## config.mk

```make
export PLATFORM = sky130hd
export DESIGN_NAME = dm_arbiter
export DESIGN_NICKNAME = d
export VERILOG_FILES = /design/src/rtl/dm_arbiter.sv
export SDC_FILE = /design/constraint.sdc
export NUM_CORES = 1
export LEC_CHECK = 0
export BUFFER_PORTS_ARGS = -buffer_cell sky130_fd_sc_hd__buf_2
export CAP_MARGIN = 20
export CORE_AREA = 5 5 150 152
export DETAILED_ROUTE_END_ITERATION = 10
export DIE_AREA = 0 0 155 157
export PLACE_DENSITY = 0.55
export SLEW_MARGIN = 20
export SYNTH_ARGS = -nofsm -noshare
export SYNTH_HDL_FRONTEND = slang
export SYNTH_SLANG_ARGS = --single-unit
```

## constraint.sdc

```tcl
create_clock -name clk -period 1.7 [get_ports clk]
set_input_delay 0.255 -clock clk [delete_from_list [all_inputs] [get_ports clk]]
set_output_delay 0.255 -clock clk [all_outputs]
set_load 0.1 [all_outputs]
```

## src/rtl/dm_arbiter.sv

```systemverilog
// Two-requester round-robin arbiter that sequences word accesses to the data memory.
// Each access takes one arbitration cycle (IDLE) followed by one service cycle (SERVE).
module dm_arbiter #(
    parameter int ADDR_W = 32,
    parameter int DATA_W = 32
) (
    input  logic              clk,
    input  logic              reset,
    input  logic              req0,
    input  logic              req1,
    input  logic              we0,
    input  logic              we1,
    input  logic [ADDR_W-1:0] addr0,
    input  logic [ADDR_W-1:0] addr1,
    input  logic [DATA_W-1:0] wdata0,
    input  logic [DATA_W-1:0] wdata1,
    input  logic [31:0]       pc0,
    input  logic [31:0]       pc1,
    output logic              ack0,
    output logic              ack1,
    output logic              err0,
    output logic              err1,
    output logic [DATA_W-1:0] rdata0,
    output logic [DATA_W-1:0] rdata1,
    output logic [ADDR_W-1:0] mem_addr,
    output logic [DATA_W-1:0] mem_wdata,
    output logic              mem_we,
    output logic [31:0]       mem_pc,
    input  logic [DATA_W-1:0] mem_rdata,
    output logic              busy,
    output logic              gnt_id
);

    typedef enum logic {IDLE, SERVE} state_t;

    state_t            state_reg;
    logic              prio_reg;
    logic              g_id_reg;
    logic              g_we_reg;
    logic [ADDR_W-1:0] g_addr_reg;
    logic [DATA_W-1:0] g_wdata_reg;
    logic [31:0]       g_pc_reg;

    logic any_req;
    logic sel;
    logic serving;
    logic misalign;

    // A lone requester always wins; prio only breaks ties.
    always_comb begin
        any_req = req0 | req1;
        sel     = (req0 & req1) ? prio_reg : req1;
    end

    always_ff @(posedge clk) begin
        if (reset) begin
            state_reg   <= IDLE;
            prio_reg    <= 1'b0;
            g_id_reg    <= 1'b0;
            g_we_reg    <= 1'b0;
            g_addr_reg  <= '0;
            g_wdata_reg <= '0;
            g_pc_reg    <= '0;
        end else begin
            case (state_reg)
                IDLE: begin
                    if (any_req) begin
                        g_id_reg    <= sel;
                        g_we_reg    <= sel ? we1 : we0;
                        g_addr_reg  <= sel ? addr1 : addr0;
                        g_wdata_reg <= sel ? wdata1 : wdata0;
                        g_pc_reg    <= sel ? pc1 : pc0;
                        prio_reg    <= ~sel;
                        state_reg   <= SERVE;
                    end
                end
                SERVE: begin
                    state_reg <= IDLE;
                end
                default: begin
                    state_reg <= IDLE;
                end
            endcase
        end
    end

    // Strobes are gated by reset so an interrupted SERVE cycle never half-commits.
    always_comb begin
        serving   = (state_reg == SERVE);
        misalign  = (g_addr_reg[1:0] != 2'b00);
        busy      = serving;
        gnt_id    = serving & g_id_reg;
        mem_addr  = serving ? g_addr_reg : '0;
        mem_wdata = serving ? g_wdata_reg : '0;
        mem_pc    = serving ? g_pc_reg : '0;
        mem_we    = serving & g_we_reg & ~misalign & ~reset;
        ack0      = serving & ~g_id_reg & ~reset;
        ack1      = serving & g_id_reg & ~reset;
        err0      = ack0 & misalign;
        err1      = ack1 & misalign;
        rdata0    = (serving & ~g_id_reg) ? mem_rdata : '0;
        rdata1    = (serving & g_id_reg) ? mem_rdata : '0;
    end

endmodule
```

==> flow_metrics.env <==
export IMPL_outcome="complete, but fails checks"
export IMPL_violations="setup timing"
export IMPL_grt_pass1_vias=6941
export IMPL_worst_slack_ps=-120
export IMPL_avgSynthCellArea_um2=7.54
export IMPL_vdd_drop_max_mv=0.443
export IMPL_gr_usage_all_layers=0.214
export IMPL_cap_violations=0
export IMPL_fin_util=0.568
export IMPL_via_per_inst=5.16
export IMPL_holdPathEnd="g_pc_reg[0]"
export IMPL_rows=53
export IMPL_pre_cts_ws_ps=213
export IMPL_layout_nets=1360
export IMPL_clock_skew_final_ps=10.6
export IMPL_io_buffer_count=396
export IMPL_ioPinCount=397
export IMPL_mostFrequentLayoutCells="buf_2, buf_12, and2_4"
export IMPL_hp_start="pc0[0]"
export IMPL_worst_pin_slew_ps=411
export IMPL_firstDrtPassIters=5
export IMPL_fin_crit_sh=1.07
export IMPL_final_antenna_net_count=0
export IMPL_drt_iter0_drc=400
export IMPL_period_needed_ps=1820
export IMPL_netlist_area_um2=5780
export IMPL_grt_remaining_overflow=0
export IMPL_grt_pass1_wl_um=41000
export IMPL_synth_top_area_share=0.346
export IMPL_die_area_um2=24300
export IMPL_dpl_cell_area_um2=11000
export IMPL_setup_viol=90
export IMPL_ys_ff_latch=100
export IMPL_die_width_um=155
export IMPL_cts_root_buffer_cell="clkbuf_16"
export IMPL_min_path_type="input port to register"
export IMPL_hold_depth=3
export IMPL_synth_cells=767
export IMPL_stdcell_area_um2=11900
export IMPL_htreeDepth=3
export IMPL_antenna_found_initial=5
export IMPL_hold_buffers=0
export IMPL_cp_required_ps=1440
export IMPL_worstSetupStartpointType="register"
export IMPL_vias=7290
export IMPL_wl_um=28700
export IMPL_hold_viol=0
export IMPL_areaGrowthSynthToFinish_pct=105
export IMPL_path_class="register to primary output"
export IMPL_r2r_start="busy"
export IMPL_yosysWarnings=0
export IMPL_synth_largest_area_cell="dfxtp_1"
export IMPL_rr_endpoint="g_pc_reg[15]"
export IMPL_grt_start_max_net_pins=89
export IMPL_relSlewSlack=0.726
export IMPL_drc=0
export IMPL_hpwlAfterDp_um=20100
export IMPL_clock_sinks=100
export IMPL_final_common_cell="buf_2"
export IMPL_die_y_um=157
export IMPL_gp_congestion=0.834
export IMPL_ys_seq_area_frac=0.346
export IMPL_finalMaxSlewViolations=0
export IMPL_grt_setup_unrepaired="true"
export IMPL_initial_core_util=0.277
export IMPL_crit_arrival_ps=1570
export IMPL_p_leak_nw=5.04
export IMPL_critPathCaptureType="primary output"
export IMPL_synth_nets=997
export IMPL_cts_buffer_depth=2
export IMPL_cts_buffers=9
export IMPL_core_area_um2=20900
export IMPL_yosys_top_cells_area="dfxtp_1, a311oi_1, and2_1"
export IMPL_yosys_cell_types_count=24
export IMPL_crit_fanout=16
export IMPL_cts_tree="built"
export IMPL_fmax_ghz=0.549
export IMPL_whs_ps=183
export IMPL_drive_gt1_frac=0.566
export IMPL_rrSetupSlack_ps=90
export IMPL_clk_latency_ps=350
export IMPL_ff2ff_path_depth=6
export IMPL_wl_per_cell_um=20.3
export IMPL_power_density_nw_per_um2=734
export IMPL_clk_pin_slew_ps=70
[how the worst max path moves through the flow]
stage | from | slack [ps] | to
after global placement | busy | 240 | rdata0[8]
final | busy | -120 | rdata0[23]
after floorplan | busy | -210 | rdata0[17]
after detailed placement | prio_reg | 210 | g_wdata_reg[11]
after CTS | busy | -100 | rdata0[19]
after global routing | busy | -180 | rdata0[26]
[area by class of cell]
cell class,instances,area [um2]
Inverter,3,17.5
Timing Repair Buffer,449,5380
Fill cell,1846,9030
Clock buffer,12,256
Sequential cell,100,2010
Clock inverter,4,55.1
Antenna cell,3,7.51
Tap cell,275,344
Multi-Input combinational cell,567,3790
[power by group]
group	switching, mW	leakage, nW	internal (mW)	total, mW
clock network	0.951	0.149	1.23	2.18
registers	0.125	0.833	2.58	2.71
logic	2.28	4.06	1.53	3.82
[synthesized netlist by cell type (all sizes together)]
cell    number
and2       128
nor2       104
dfxtp      100
a311oi      98
nand3       98
o21ai       97
clkbuf      64
buf         33
and3        32
inv          3
nand2b       2
nor3         2
a21oi        1
a32oi        1
and2b        1
nand2        1
o21ba        1
o21bai       1
[cells by family after synthesis]
group | Yosys count | synth area share
flip-flops | 100 | 0.346
AND/OR/NAND/NOR | 368 | 0.331
AO/OA/AOI/OAI | 199 | 0.238
buffers and inverters | 100 | 0.0846
[metal layers]
| metal | up-vias | GRT usage | wire (um) |
|---|---|---|---|
| met5 | - | 0 | 25 |
| li1 | 3481 | - | - |
| met3 | 47 | 0.0671 | 2410 |
| met2 | 307 | 0.365 | 14500 |
| met1 | 3451 | 0.260 | 11000 |
| met4 | 4 | 0.0627 | 777 |
[metrics by stage]
step | total power, mW | TNS [ps] | instances
after global placement | 6.30 | 0 | 1373
final | 8.71 | -7460 | 1413
after CTS | 8.61 | -4850 | 1398
after global routing | 9.08 | -13750 | 1413
after floorplan | 4.96 | -3930 | 767
after detailed placement | 6.33 | 0 | 1373
[worst max-delay path: stages (launching register included)]
cell,delay (ps)
dfxtp_4,400
inv_4,60
nor2_4,200
clkbuf_16,230
and2_4,160
buf_12,160
[timing repair]
item	4_1_cts	5_1_grt
buffers inserted	6	2
cloned	3	10
endpoints found under the setup margin	104	149
pin swaps	0	19
resized for setup	9	52
No activity file was read; power rests on OpenSTA's default activity.
